### src/rtl/fact_seq_if.sv
// Bus bundle between the factorial accelerator's register block and its sequencer.
// The register block is the master: it drives the operand and the start pulse.
interface fact_seq_if;
    logic        go;
    logic [3:0]  n;
    logic        busy;
    logic        done;
    logic        err;
    logic [31:0] result;

    modport master (output go, output n, input busy, input done, input err, input result);
    modport slave  (input go, input n, output busy, output done, output err, output result);
endinterface

### src/rtl/fact_seq.sv
// Iterative n! engine: one 32x4 multiply per cycle, sticky done/err flags and a
// result register that only changes when a computation completes.
//
//   state  | meaning
//   IDLE   | waiting for go; done/err/result hold the last outcome
//   LOAD   | operand latched; range check and trivial 0!/1! cases
//   MUL    | prod *= cnt, cnt--, finish when cnt reaches 2
module fact_seq #(
    parameter int NMAX = 12
) (
    input  logic      clk,
    input  logic      rst_n,
    fact_seq_if.slave bus
);

    localparam int unsigned NMAX_U = NMAX;

    typedef enum logic [1:0] {
        S_IDLE = 2'd0,
        S_LOAD = 2'd1,
        S_MUL  = 2'd2
    } state_t;

    state_t      r_state;
    state_t      w_state_nxt;
    logic [3:0]  r_cnt;
    logic [31:0] r_prod;
    logic [31:0] r_result;
    logic        r_done;
    logic        r_err;
    logic        w_busy;
    logic        w_over;
    logic        w_last;
    logic [31:0] w_prod_mul;

    assign w_over     = 32'(r_cnt) > NMAX_U;
    assign w_last     = (r_cnt == 4'd2);
    assign w_prod_mul = r_prod * {28'd0, r_cnt};

    always_ff @(posedge clk or negedge rst_n) begin
        if (!rst_n) begin
            r_state <= S_IDLE;
        end else begin
            r_state <= w_state_nxt;
        end
    end

    always_comb begin
        w_state_nxt = r_state;
        case (r_state)
            S_IDLE: begin
                if (bus.go) begin
                    w_state_nxt = S_LOAD;
                end
            end
            S_LOAD: begin
                if (w_over || (r_cnt <= 4'd1)) begin
                    w_state_nxt = S_IDLE;
                end else begin
                    w_state_nxt = S_MUL;
                end
            end
            S_MUL: begin
                if (w_last) begin
                    w_state_nxt = S_IDLE;
                end
            end
            default: w_state_nxt = S_IDLE;
        endcase
    end

    always_comb begin
        w_busy = (r_state != S_IDLE);
    end

    // go seen outside IDLE is deliberately ignored; operand is only captured here.
    always_ff @(posedge clk or negedge rst_n) begin
        if (!rst_n) begin
            r_cnt    <= 4'd0;
            r_prod   <= 32'd0;
            r_result <= 32'd0;
            r_done   <= 1'b0;
            r_err    <= 1'b0;
        end else begin
            case (r_state)
                S_IDLE: begin
                    if (bus.go) begin
                        r_cnt  <= bus.n;
                        r_prod <= 32'd1;
                        r_done <= 1'b0;
                        r_err  <= 1'b0;
                    end
                end
                S_LOAD: begin
                    if (w_over) begin
                        r_err    <= 1'b1;
                        r_done   <= 1'b1;
                        r_result <= 32'd0;
                    end else if (r_cnt <= 4'd1) begin
                        r_result <= 32'd1;
                        r_done   <= 1'b1;
                    end
                end
                S_MUL: begin
                    r_prod <= w_prod_mul;
                    r_cnt  <= r_cnt - 4'd1;
                    if (w_last) begin
                        r_result <= w_prod_mul;
                        r_done   <= 1'b1;
                    end
                end
                default: begin
                end
            endcase
        end
    end

    assign bus.busy   = w_busy;
    assign bus.done   = r_done;
    assign bus.err    = r_err;
    assign bus.result = r_result;

endmodule

### src/flat_wrapper.sv
// flat-port wrapper written by rule: the top's interface ports become plain ports
module fact_seq_flat 
#(
    parameter int NMAX = 12
)
  (clk, rst_n, bus_go, bus_n, bus_busy, bus_done, bus_err, bus_result);
  fact_seq_if bus_i ();
  input  logic clk;
  input  logic rst_n;
  input wire logic [$bits(bus_i.go)-1:0] bus_go;
  input wire logic [$bits(bus_i.n)-1:0] bus_n;
  output wire logic [$bits(bus_i.busy)-1:0] bus_busy;
  output wire logic [$bits(bus_i.done)-1:0] bus_done;
  output wire logic [$bits(bus_i.err)-1:0] bus_err;
  output wire logic [$bits(bus_i.result)-1:0] bus_result;
  assign bus_i.go = bus_go;
  assign bus_i.n = bus_n;
  assign bus_busy = bus_i.busy;
  assign bus_done = bus_i.done;
  assign bus_err = bus_i.err;
  assign bus_result = bus_i.result;
  fact_seq #(.NMAX(NMAX)) u_core (.clk(clk), .rst_n(rst_n), .bus(bus_i));
endmodule
### config.mk
export PLATFORM = sky130hd
export DESIGN_NAME = fact_seq_flat
export DESIGN_NICKNAME = d
export VERILOG_FILES = /design/src/rtl/fact_seq_if.sv /design/src/rtl/fact_seq.sv /design/src/flat_wrapper.sv
export SDC_FILE = /design/constraint.sdc
export NUM_CORES = 1
export LEC_CHECK = 0
export ABC_AREA = 1
export ABC_CLOCK_PERIOD_IN_PS = 7100
export CAP_MARGIN = 20
export CORE_MARGIN = 4
export CORE_UTILIZATION = 55
export CTS_CLUSTER_DIAMETER = 150
export DETAILED_ROUTE_END_ITERATION = 10
export GPL_TIMING_DRIVEN = 0
export PLACE_DENSITY = 0.74
export SLEW_MARGIN = 20
export SYNTH_ARGS = -nofsm -noshare
export SYNTH_HDL_FRONTEND = slang
export SYNTH_SLANG_ARGS = --single-unit
### constraint.sdc
create_clock -name clk -period 7.1 [get_ports clk]
set_input_delay 1.42 -clock clk [delete_from_list [all_inputs] [get_ports clk]]
set_output_delay 1.42 -clock clk [all_outputs]
set_load 0.05 [all_outputs]
# --- After elaboration in Yosys (flattened, before gate mapping) ---
# Cells that the tools add are included.
word_totals:
  regBits: 72
  inputBits: 7
  output_inout_bits: 35
  word_cells: 48
op_classes:
  add_sub_neg: 1
  mul: 1
  order_cmp: 2
  eq_ne: 7
  mux: 19
  reduce_logical: 12
op_table:
  columns: ["operator", "n"]
  rows:
  - ["$mux W32", 4]
  - ["$pmux W32 S2", 2]
  - ["$mul A32 B4 Y32", 1]
  - ["$pmux W4 S2", 1]
  - ["$reduce_bool A2 Y1", 4]
  - ["$mux W2", 3]
  - ["$pmux W2 S3", 1]
  - ["$reduce_and A3 Y1", 2]
  - ["$mux W1", 5]
  - ["$eq A4 B2 Y1 const B", 1]
  - ["$gt A4 B4 Y1 const B", 1]
  - ["$le A4 B1 Y1 const B", 1]
  - ["$mux W4", 1]
  - ["$ne A2 B1 Y1 const B", 2]
  - ["$reduce_and A2 Y1", 2]
  - ["$reduce_and A4 Y1", 1]
  - ["$sub A4 B1 Y4 const B", 1]
  - ["$ne A3 B1 Y1 const B", 1]
  - ["$pmux W1 S3", 1]
  - ["$reduce_bool A3 Y1", 1]
  - ["$eq A2 B1 Y1 const B", 1]
  - ["$eq A2 B2 Y1 const B", 1]
  - ["$logic_not A2 Y1", 1]
  - ["$ne A2 B2 Y1 const B", 1]
  - ["2 further kinds", 2]

# --- Logic depth before layout (Yosys ltp) ---
# Gate-level depths: netlist of the first run.
depth:
  ltp_word: 4
  ltp_mapped: 23
  mapped_depth_nobuf: 20

# --- Least setup slack after synthesis of the first run ---
# Ideal clock, no wire load.
synth_timing:
  kind: "flip-flop to flip-flop"
  startpoint: "reg u_core.r_cnt[3]"
  endpoint: "reg u_core.r_result[26], in the netlist u_core.bus.result[26]"
  setup_time_ns: 0.119
  arrival_ns: 3.433
  required_time_ns: 6.981
  setup_slack_ns: 3.548
  stages_incl_launch_ff: 19
  n_path_buf: 3
  period_less_slack_ns: 3.552
  cell_sequence: "dfrtp_1 buf_4 clkbuf_1 clkbuf_1 nand2_1 fa_1 fa_1 inv_1 fa_1 nand3_1 nand3_1 nand2_1 nand2_1 nand2_1 nand2_1 nand2_1 nand3_1 nand4_1 nand2_1"
synth_between:
  elab_chain_len: 3
  elab_cells_between_ends: 10
  cone_classes: "mul: 1; order compare: 2; eq/ne: 3; mux: 3; reduce/logical: 1"
synth_rtl:
  columns: ["item", "line", "text"]
  rows:
  - ["start: declaration", "fact_seq.sv:26", "logic [3:0] r_cnt;"]
  - ["start signal: assignment", "fact_seq.sv:88", "r_cnt <= bus.n;"]
  - ["start signal: assignment", "fact_seq.sv:106", "r_cnt <= r_cnt - 4'd1;"]
  - ["$mul A32 B4 Y32 (tied with other cells)", "fact_seq.sv:38", "assign w_prod_mul = r_prod * {28'd0, r_cnt};"]
  - ["$mux W32 (tied with other cells)", "fact_seq.sv:107", "if (w_last) begin"]
  - ["$pmux W32 S2 / $reduce_and A3 Y1 (equally long branches)", null, null]
  - ["end signal: assignment", "fact_seq.sv:108", "r_result <= w_prod_mul;"]
  - ["end: declaration", "fact_seq.sv:28", "logic [31:0] r_result;"]
# Several ways; a longest one is shown, not always the timed one. The select of a mux whose other input is x is not followed.
# A chain may end at the register's enable or synchronous reset.

# --- Worst setup path in the final report of the first run ---
layout_timing:
  startpoint: "reg u_core.r_cnt[3]"
  endpoint: "reg u_core.r_result[30], in the netlist u_core.bus.result[30]"
# Same word-level chain as after synthesis.

==> results.yml, run 1 <==
yosys:
  syn_avg_cell_area_um2: 6.46
  mappedNetlistArea_um2: 7560
  ys_seq_elements: 72
  synth_cell_types: 34
  yosys_warnings: 0
  syn_nets: 1273
  postSynthCellCount: 1170
  synth.yosys.seq_area_share_pct: 23.8
sta:
  final_slew_violations: 0
  unrepaired_setup_endpoints_after_global_routing: "false"
  timing.final.ws_setup_ns: 2.05
  timing.final.crit_share_pct: 71.1
  setup_viol: 0
  hold_viol_final: 0
  timing_worst_slew_pin_value_ns: 0.982
  max-slew-margin-rel_pct: 34.5
  min_period_ns: 5.05
  max_fclk_mhz: 198
  worst_clock_skew_ns: 0.00991
  setup_total_negative_slack_ns: 0
cts:
  clkLatencyLatePin_ns: 0.35
  tritoncts_buffer_count: 9
  clock_sink_count: 72
  cts_root_buf: "clkbuf_16"
  cts_tree: "yes"
  cts_max_level: 3
  clk_transition_reported_paths_ns: 0.07
  ctsResizeCount: 0
  cts_setup_buffers: 0
  cts-root-to-sink-buffers: 2
  hold_fix_buffers_at_cts: 0
global_route:
  grt_remaining_overflow: 0
  pin_count_of_the_biggest_net_entering_global_routing: 44
  globalRouteTotalUtil_pct: 27.6
  wire_length_of_the_first_global_routing_pass_um: 34700
  number_of_global_route_vias_before_repair: 6982
  antenna_found_initial: 0
placement:
  cell_area_after_placement_um2: 8210
  dpl_worst_slack_ns: 2.27
  dp_hpwl_um: 16200
  port_buffers: 41
  place_congestion: 0.947
  place_inst: 1388
critical_path:
  end_kind: "flip-flop"
  cpMaxStageDelayCell: "clkbuf_1"
  start_kind: "flip-flop"
  path_delay_family: "buffers and inverters"
  cp_arrival_ns: 5.29
  crit_buf_inv: 4
  timing.setup.critical_path_class: "flip-flop to flip-flop"
  worstPathCellList: "buf_4 -> clkbuf_1 -> clkbuf_1 -> nand2_1 -> fa_1 -> fa_1 -> inv_1 -> fa_1 -> nand3_1 -> nand3_1 -> nand3_1 -> nand3b_1 -> nand2_1 -> nand3_1 -> nand4_1 -> nand2_1"
  timing.critical_path.required_ns: 7.34
  critical_path.max_fanout: 10
  timing.critical_path.slowest_cell_delay_ns: 0.75
  path_common_cell: "nand3_1"
cells_and_area:
  design_area_um2: 8570
  antennaDiodeCount: 0
  layout.cells.non_filler: 1404
  nets: 1326
  most-common-layout-cells: "nand2_1 (436), inv_1 (306), dfrtp_1 (72)"
  layout.cells.most_common: "nand2_1"
  layout-drive-gt1-share_pct: 3.75
  area_growth_syn_to_layout_pct: 13.4
drt:
  drc: 0
  via_count: 7045
  drt-initial-drc-count: 514
  wirelength_um: 20900
  vias_per_cell: 5.02
  drt-wirelength-per-cell_um: 14.9
  drtPass1Iterations: 5
  final_ant_viol_nets: 0
floorplanning:
  die-area_um2: 15700
  io_count: 42
  rows: 42
  placeableCoreArea_um2: 13300
  die_boundary_height_um: 125
  chipWidth_um: 125
  initial_core_util_pct: 56.6
power:
  leakage_nw: 5.35
  power_mw: 2.02
  areal_power_density_over_the_cells_nw_per_um2: 236
  max-vdd-ir-drop_v: 0.000245
run_status:
  status: "finished, final reports clean"
job:
  timing.max_cap.violations: 0
min_path:
  hold_class: "flip-flop to flip-flop"
-- stage by stage --
step / util [%] / hold WS (ns)
6_report: 64.2 / 0.478
4_1_cts: 64.2 / 0.486
5_1_grt: 64.2 / 0.504
2_1_floorplan: - / 0.472
3_3_place_gp: 61.4 / 0.464
3_5_place_dp: 61.5 / 0.465
-- power breakdown --
part / switching (mW) / total, mW / internal [mW] / leakage (nW)
logic: 0.704 / 0.963 / 0.259 / 4.19
registers: 0.0446 / 0.503 / 0.458 / 0.987
clock network: 0.203 / 0.558 / 0.355 / 0.173
-- path summary, 6_finish.rpt --
path	slack, ns	depth (start not counted)	end	startpoint
min in group asynchronous	1.00	1	u_core.r_prod[29]	rst_n
max	2.05	16	u_core.bus.result[30]	u_core.r_cnt[3]
max in group asynchronous	5.52	2	u_core.r_prod[8]	rst_n
min	0.48	2	u_core.bus.result[13]	u_core.bus.result[13]
min reg2reg	0.48	2	u_core.bus.result[13]	u_core.bus.result[13]
max reg2reg	2.05	16	u_core.bus.result[30]	u_core.r_cnt[3]
-- synth_stat cells (all sizes together) --
cell    count  area share, %
mux2        1           0.15
nor2       47            2.5
nand3      35            2.4
ha         39            6.5
a21oi      34            2.3
nand3b      2           0.20
clkbuf     17           0.84
xor2        2           0.23
o211ai      2           0.20
o31ai       3           0.30
a21o        1          0.099
nor3        4           0.26
fa         57             15
xnor2       1           0.12
and3        1          0.083
buf        16            1.5
o21bai      2           0.20
nand4      19            1.6
or2         1          0.083
nand2     439             22
dfrtp      72             24
inv       311             15
and2        2           0.17
o21ai      62            4.2
-- cells by family (layout without fill, tap and decap cells) --
logic type	count (synthesis)	in the layout	synth area share [%]
multiplexers	1	1	0.149
buffers and inverters	344	402	17.8
flip-flops	72	72	23.8
AO/OA/AOI/OAI	104	104	7.20
adder cells (fa/ha/maj)	96	96	21.6
AND/OR/NAND/NOR	550	550	29.1
XOR/XNOR	3	3	0.348
-- worst reg2reg max path, cell delays in order (launching register included) --
cell      delay (ns)
dfrtp_1         0.32
buf_4           0.16
clkbuf_1        0.75
clkbuf_1        0.75
nand2_1         0.18
fa_1            0.56
fa_1            0.56
inv_1           0.07
fa_1            0.48
nand3_1         0.10
nand3_1         0.16
nand3_1         0.12
nand3b_1        0.21
nand2_1         0.19
nand3_1         0.12
nand4_1         0.14
nand2_1         0.06
-- metal layers --
metal / up-vias / global-route usage (%) / wire length (um)
met4: 0 / 11.1 / 734
met5: - / 0 / 0
met1: 3253 / 37.5 / 9420
met2: 223 / 43.4 / 9310
met3: 46 / 5.67 / 1460
li1: 3523 / - / -
-- sequential cells by signal, indices dropped and copies added, names as in the netlist --
register / flops
u_core.r_cnt: 4
u_core.bus.err: 1
u_core.bus.done: 1
u_core.r_prod: 32
u_core.bus.result: 32
u_core.r_state: 2
-- final cells by class --
| class | count | area [um^2] |
|---|---|---|
| fill | 1287 | 4780 |
| tap | 176 | 220 |
| sequential | 72 | 1800 |
| multi-input combinational | 754 | 4410 |
| clock buffer | 10 | 239 |
| timing repair buffer | 42 | 435 |
| buffer | 33 | 178 |
| clock inverter | 6 | 116 |
| inverter | 311 | 1170 |
No activity file was read; power rests on OpenSTA's default activity.
==> inputs of run 2 (changes only) <==
--- a/config.mk
+++ b/config.mk
@@ -6,7 +6,7 @@
 export NUM_CORES = 1
 export LEC_CHECK = 0
 export ABC_AREA = 1
-export ABC_CLOCK_PERIOD_IN_PS = 7100
+export ABC_CLOCK_PERIOD_IN_PS = 5100
 export CAP_MARGIN = 20
 export CORE_MARGIN = 4
 export CORE_UTILIZATION = 55
==> constraint.sdc (replaced) <==
create_clock -name clk -period 5.1 [get_ports clk]
set_input_delay 1.02 -clock clk [delete_from_list [all_inputs] [get_ports clk]]
set_output_delay 1.02 -clock clk [all_outputs]
set_load 0.05 [all_outputs]
==> run 2 against run 1 <==
Core utilization about the same. First-iteration DRC count fell by 5.1%. Largest cell class unchanged. Flip-flop and latch count unchanged. Sequential share of layout area about the same. Clock-buffer cell count is the same. Wire length decreased by 0.44%. Cell area about the same. Critical endpoint unchanged.
==> results.yml, run 2 (same netlist as run 1, synthesis figures left out) <==
critical_path:
  worst_reg2reg_path_endpoint: "u_core.bus.result[30]"
  timing.setup.critical_path_class: "flip-flop to flip-flop"
  regToRegStartpoint: "u_core.r_cnt[2]"
  critical_path.max_fanout: 10
  start_kind: "flip-flop"
  end_kind: "flip-flop"
  r2r_slack_ns: 0.51
  crit_path_end: "u_core.bus.result[30]"
  cp_arrival_ns: 4.82
  timing.critical_path.required_ns: 5.34
  cp-startpoint: "u_core.r_cnt[2]"
  rr_worst_depth: 16
cts:
  clock_sink_count: 72
  clk_transition_reported_paths_ns: 0.06
  cts_tree: "yes"
  cts_max_level: 3
  cts_root_buf: "clkbuf_16"
  tritoncts_buffer_count: 9
  clkLatencyLatePin_ns: 0.35
  cts-root-to-sink-buffers: 2
  cts_setup_buffers: 0
drt:
  wirelength_um: 20800
  drtPass1Iterations: 5
  drc: 0
  drt-wirelength-per-cell_um: 14.8
  final_ant_viol_nets: 0
  vias_per_cell: 4.98
  via_count: 6988
  drt-initial-drc-count: 488
floorplanning:
  io_count: 42
  initial_core_util_pct: 56.6
  rows: 42
  chipWidth_um: 125
  placeableCoreArea_um2: 13300
  die_boundary_height_um: 125
  die-area_um2: 15700
job:
  timing.max_cap.violations: 0
placement:
  place_congestion: 0.947
  port_buffers: 41
  dp_hpwl_um: 16200
  cell_area_after_placement_um2: 8210
  place_inst: 1388
sta:
  setup_viol: 0
  max_fclk_mhz: 218
  timing.hold.ws_ns: 0.478
  worst_clock_skew_ns: 0.0115
  timing_worst_slew_pin_value_ns: 0.783
  max-slew-margin-rel_pct: 47.8
  final_slew_violations: 0
  min_period_ns: 4.59
  timing.final.crit_share_pct: 89.9
  unrepaired_setup_endpoints_after_global_routing: "false"
  setup_total_negative_slack_ns: 0
  hold_viol_final: 0
cells_and_area:
  nets: 1325
  layout.cells.most_common: "nand2_1"
  area_growth_syn_to_layout_pct: 13.4
  design_area_um2: 8570
  most-common-layout-cells: "nand2_1 (436), inv_1 (306), dfrtp_1 (72)"
  layout.cells.non_filler: 1403
  antennaDiodeCount: 0
  layout-drive-gt1-share_pct: 3.75
min_path:
  hold_class: "flip-flop to flip-flop"
global_route:
  global_route.usage.met3_pct: 5.67
  pin_count_of_the_biggest_net_entering_global_routing: 44
  grt_remaining_overflow: 0
  number_of_global_route_vias_before_repair: 6982
  met2_usage_pct: 43.4
  wire_length_of_the_first_global_routing_pass_um: 34700
  antenna_found_initial: 0
  most_crowded_layer_after_global_routing: "met2"
  globalRouteMet1Util_pct: 37.5
  globalRouteTotalUtil_pct: 27.6
power:
  leakage_nw: 5.35
  areal_power_density_over_the_cells_nw_per_um2: 328
  max-vdd-ir-drop_v: 0.000340
run_status:
  status: "finished, final reports clean"
-- run 2: per-stage QoR --
step | power, mW | util, % | worst slack, ns
3_5_place_dp | 2.03 | 61.5 | 0.269
6_report | 2.81 | 64.2 | 0.514
4_1_cts | 2.82 | 64.2 | 0.185
2_1_floorplan | 1.55 | - | 1.55
5_1_grt | 2.97 | 64.2 | 0.253
3_3_place_gp | 2.01 | 61.4 | 0.279
-- run 2: worst min-delay path by stage --
stage / start / endpoint / cells past startpoint
floorplan: u_core.r_prod[30] / u_core.r_prod[30] / 2
detailed placement: u_core.bus.result[29] / u_core.bus.result[29] / 2
global route: u_core.bus.result[13] / u_core.bus.result[13] / 2
finish: u_core.bus.result[13] / u_core.bus.result[13] / 2
CTS: u_core.bus.result[23] / u_core.bus.result[23] / 2
global placement: u_core.bus.result[23] / u_core.bus.result[23] / 2
-- run 2: final cells by class --
| type | instances | area, um^2 |
|---|---|---|
| tap | 176 | 220 |
| clock buffer | 10 | 239 |
| multi-input combinational | 754 | 4410 |
| buffer | 32 | 180 |
| clock inverter | 6 | 116 |
| inverter | 311 | 1170 |
| sequential | 72 | 1800 |
| fill | 1286 | 4780 |
| timing repair buffer | 42 | 435 |
-- run 2: power by group --
part / switching (mW) / internal (mW)
Combinational: 0.973 / 0.362
Sequential: 0.0616 / 0.638
Clock: 0.282 / 0.494
-- run 2: metal layers --
metal | up-vias | wire length, um
li1 | 3522 | -
met1 | 3208 | 9490
met2 | 212 | 9330
met3 | 46 | 1250
met4 | 0 | 741
met5 | - | 0
-- run 2: critical path: stages (launching register included) --
cell and delay [ns]:
dfrtp_1 0.34, buf_6 0.14, clkbuf_1 0.51, clkbuf_1 0.58
nand2_1 0.16, fa_1 0.54, fa_1 0.56, inv_1 0.07
fa_1 0.48, nand3_1 0.10, nand3_1 0.16, nand3_1 0.12
nand3b_1 0.21, nand2_1 0.19, nand3_1 0.12, nand4_1 0.14
nand2_1 0.06
-- run 2: timing repair --
item | CTS | global route
hold buffers | 0 | 0
endpoints found under the setup margin | 0 | 16
gates resized for setup | 0 | 2
==> inputs of run 3 (changes only) <==
--- a/config.mk
+++ b/config.mk
@@ -8,12 +8,10 @@
 export ABC_AREA = 1
 export ABC_CLOCK_PERIOD_IN_PS = 5100
 export CAP_MARGIN = 20
-export CORE_MARGIN = 4
-export CORE_UTILIZATION = 55
+export CORE_UTILIZATION = 30
 export CTS_CLUSTER_DIAMETER = 150
 export DETAILED_ROUTE_END_ITERATION = 10
 export GPL_TIMING_DRIVEN = 0
-export PLACE_DENSITY = 0.74
 export SLEW_MARGIN = 20
 export SYNTH_ARGS = -nofsm -noshare
 export SYNTH_HDL_FRONTEND = slang
==> run 3 against run 2 <==
Setup slack got worse by 0.15 ns. Final cell count grew 11%. Die area grew 65%. Core utilization down 29 points. Combinational power barely moved. Via count about the same. Worst hold slack improved by 0.0049 ns. Fmax decreased by 3.2%. Sequential share of layout area decreased by 0.32 points. Power is 3.1% lower. Critical endpoint unchanged. Highest routed layer unchanged.
==> results.yml, run 3 (same netlist as run 1, synthesis figures left out) <==
run_status:
  status: "finished, final reports clean"
job:
  timing.max_cap.violations: 0
power:
  leakage_nw: 5.32
  power_mw: 2.72
  areal_power_density_over_the_cells_nw_per_um2: 313
  max-vdd-ir-drop_v: 0.000400
cells_and_area:
  nets: 1326
  area_growth_syn_to_layout_pct: 15.2
  most-common-layout-cells: "nand2_1 (436), inv_1 (306), dfrtp_1 (72)"
  design_area_um2: 8710
  antennaDiodeCount: 0
  layout-drive-gt1-share_pct: 3.83
  layout.cells.most_common: "nand2_1"
  final_core_utilization_pct: 35.5
cts:
  cts_max_level: 3
  clk_transition_reported_paths_ns: 0.07
  tritoncts_buffer_count: 9
  cts_tree: "yes"
  clock_sink_count: 72
  clkLatencyLatePin_ns: 0.36
  hold_fix_buffers_at_cts: 0
  ctsResizeCount: 0
  cts-root-to-sink-buffers: 2
  cts_root_buf: "clkbuf_16"
  cts_setup_buffers: 0
critical_path:
  end_kind: "flip-flop"
  timing.setup.critical_path_class: "flip-flop to flip-flop"
  rr_worst_depth: 16
  path_common_cell: "nand3_1"
  critical_path.max_fanout: 10
  start_kind: "flip-flop"
  worstPathCellList: "buf_4 -> clkbuf_1 -> clkbuf_2 -> nand2_1 -> fa_1 -> fa_1 -> inv_1 -> fa_1 -> nand3_1 -> nand3_1 -> nand3_1 -> nand3b_1 -> nand2_1 -> nand3_1 -> nand4_1 -> nand2_1"
  timing.critical_path.required_ns: 5.34
  cpMaxStageDelayCell: "clkbuf_1"
  cp_arrival_ns: 4.98
  timing.critical_path.slowest_cell_delay_ns: 0.72
drt:
  wirelength_um: 21500
  drt-wirelength-per-cell_um: 13.9
  drt-initial-drc-count: 523
  drc: 0
  final_ant_viol_nets: 0
  drtPass1Iterations: 7
  via_count: 6991
  vias_per_cell: 4.50
global_route:
  pin_count_of_the_biggest_net_entering_global_routing: 47
  globalRouteTotalUtil_pct: 17.8
  antenna_found_initial: 0
  wire_length_of_the_first_global_routing_pass_um: 35900
  grt_remaining_overflow: 0
  number_of_global_route_vias_before_repair: 6923
sta:
  unrepaired_setup_endpoints_after_global_routing: "false"
  timing.final.crit_share_pct: 92.9
  worst_clock_skew_ns: 0.00940
  max-slew-margin-rel_pct: 37.1
  hold_viol_final: 0
  setup_viol: 0
  final_slew_violations: 0
  min_period_ns: 4.74
  setup_total_negative_slack_ns: 0
  timing_worst_slew_pin_value_ns: 0.944
  max_fclk_mhz: 211
placement:
  dp_hpwl_um: 16900
  port_buffers: 41
  cell_area_after_placement_um2: 8400
  place_congestion: 0.918
min_path:
  hold_path_depth: 2
  hold_class: "flip-flop to flip-flop"
floorplanning:
  chipWidth_um: 161
  die_boundary_height_um: 161
  initial_core_util_pct: 30.8
  die-area_um2: 25800
  rows: 57
  placeableCoreArea_um2: 24500
  io_count: 42
==> run 3: cell types whose count changed in the layout (fill, tap and decap cells not counted) <==
cell / before / now
clkbuf_1: 15 / 16
clkbuf_8: 1 / 0
clkinvlp_4: 0 / 2
inv_6: 0 / 1
bufinv_16: 3 / 1
clkbuf_2: 0 / 1
clkdlybuf4s15_1: 1 / 0
==> run 3: per-layer routing <==
| metal | vias up | GRT usage [%] | share of wire, % |
|---|---|---|---|
| li1 | 3530 | - | - |
| met1 | 3270 | 25.3 | 49 |
| met2 | 162 | 28.0 | 44 |
| met3 | 29 | 1.89 | 5.0 |
| met4 | 0 | 5.79 | 2.3 |
| met5 | - | 0 | 0 |
==> run 3: final cells by class <==
type | instances | area, um^2
sequential | 72 | 1800
multi-input combinational | 754 | 4410
fill | 2725 | 15800
clock buffer | 9 | 225
timing repair buffer | 42 | 435
inverter | 311 | 1170
clock inverter | 7 | 80.1
tap | 324 | 405
buffer | 33 | 179
==> run 3: final timing paths <==
path	from	endpoint	slack (ns)
max	u_core.r_cnt[3]	u_core.bus.result[30]	0.36
max reg2reg	u_core.r_cnt[3]	u_core.bus.result[30]	0.36
max in group asynchronous	rst_n	u_core.bus.result[11]	3.93
min	u_core.bus.result[14]	u_core.bus.result[14]	0.48
min in group asynchronous	rst_n	u_core.r_prod[26]	0.60
min reg2reg	u_core.bus.result[14]	u_core.bus.result[14]	0.48
==> run 3: through the flow <==
step | setup WS [ns] | hold WS (ns) | instances
2_1_floorplan | 1.55 | 0.472 | 1170
3_3_place_gp | 0.115 | 0.469 | 1535
3_5_place_dp | 0.184 | 0.469 | 1536
4_1_cts | 0.147 | 0.492 | 1552
5_1_grt | 0.149 | 0.507 | 1552
6_report | 0.363 | 0.483 | 1552
==> run 3: report_power, final <==
| group | internal [mW] | switching, mW |
|---|---|---|
| clock | 0.383 | 0.296 |
| combinational | 0.357 | 0.990 |
| sequential | 0.638 | 0.0605 |
==> run 3: worst max-delay path, delay by kind of cell, from the launching register on <==
family	cells	cell delay, ns
buffers and inverters	4	1.45
DFF	1	0.32
and+or+nand+nor	9	1.29
adders and majority gates	3	1.56
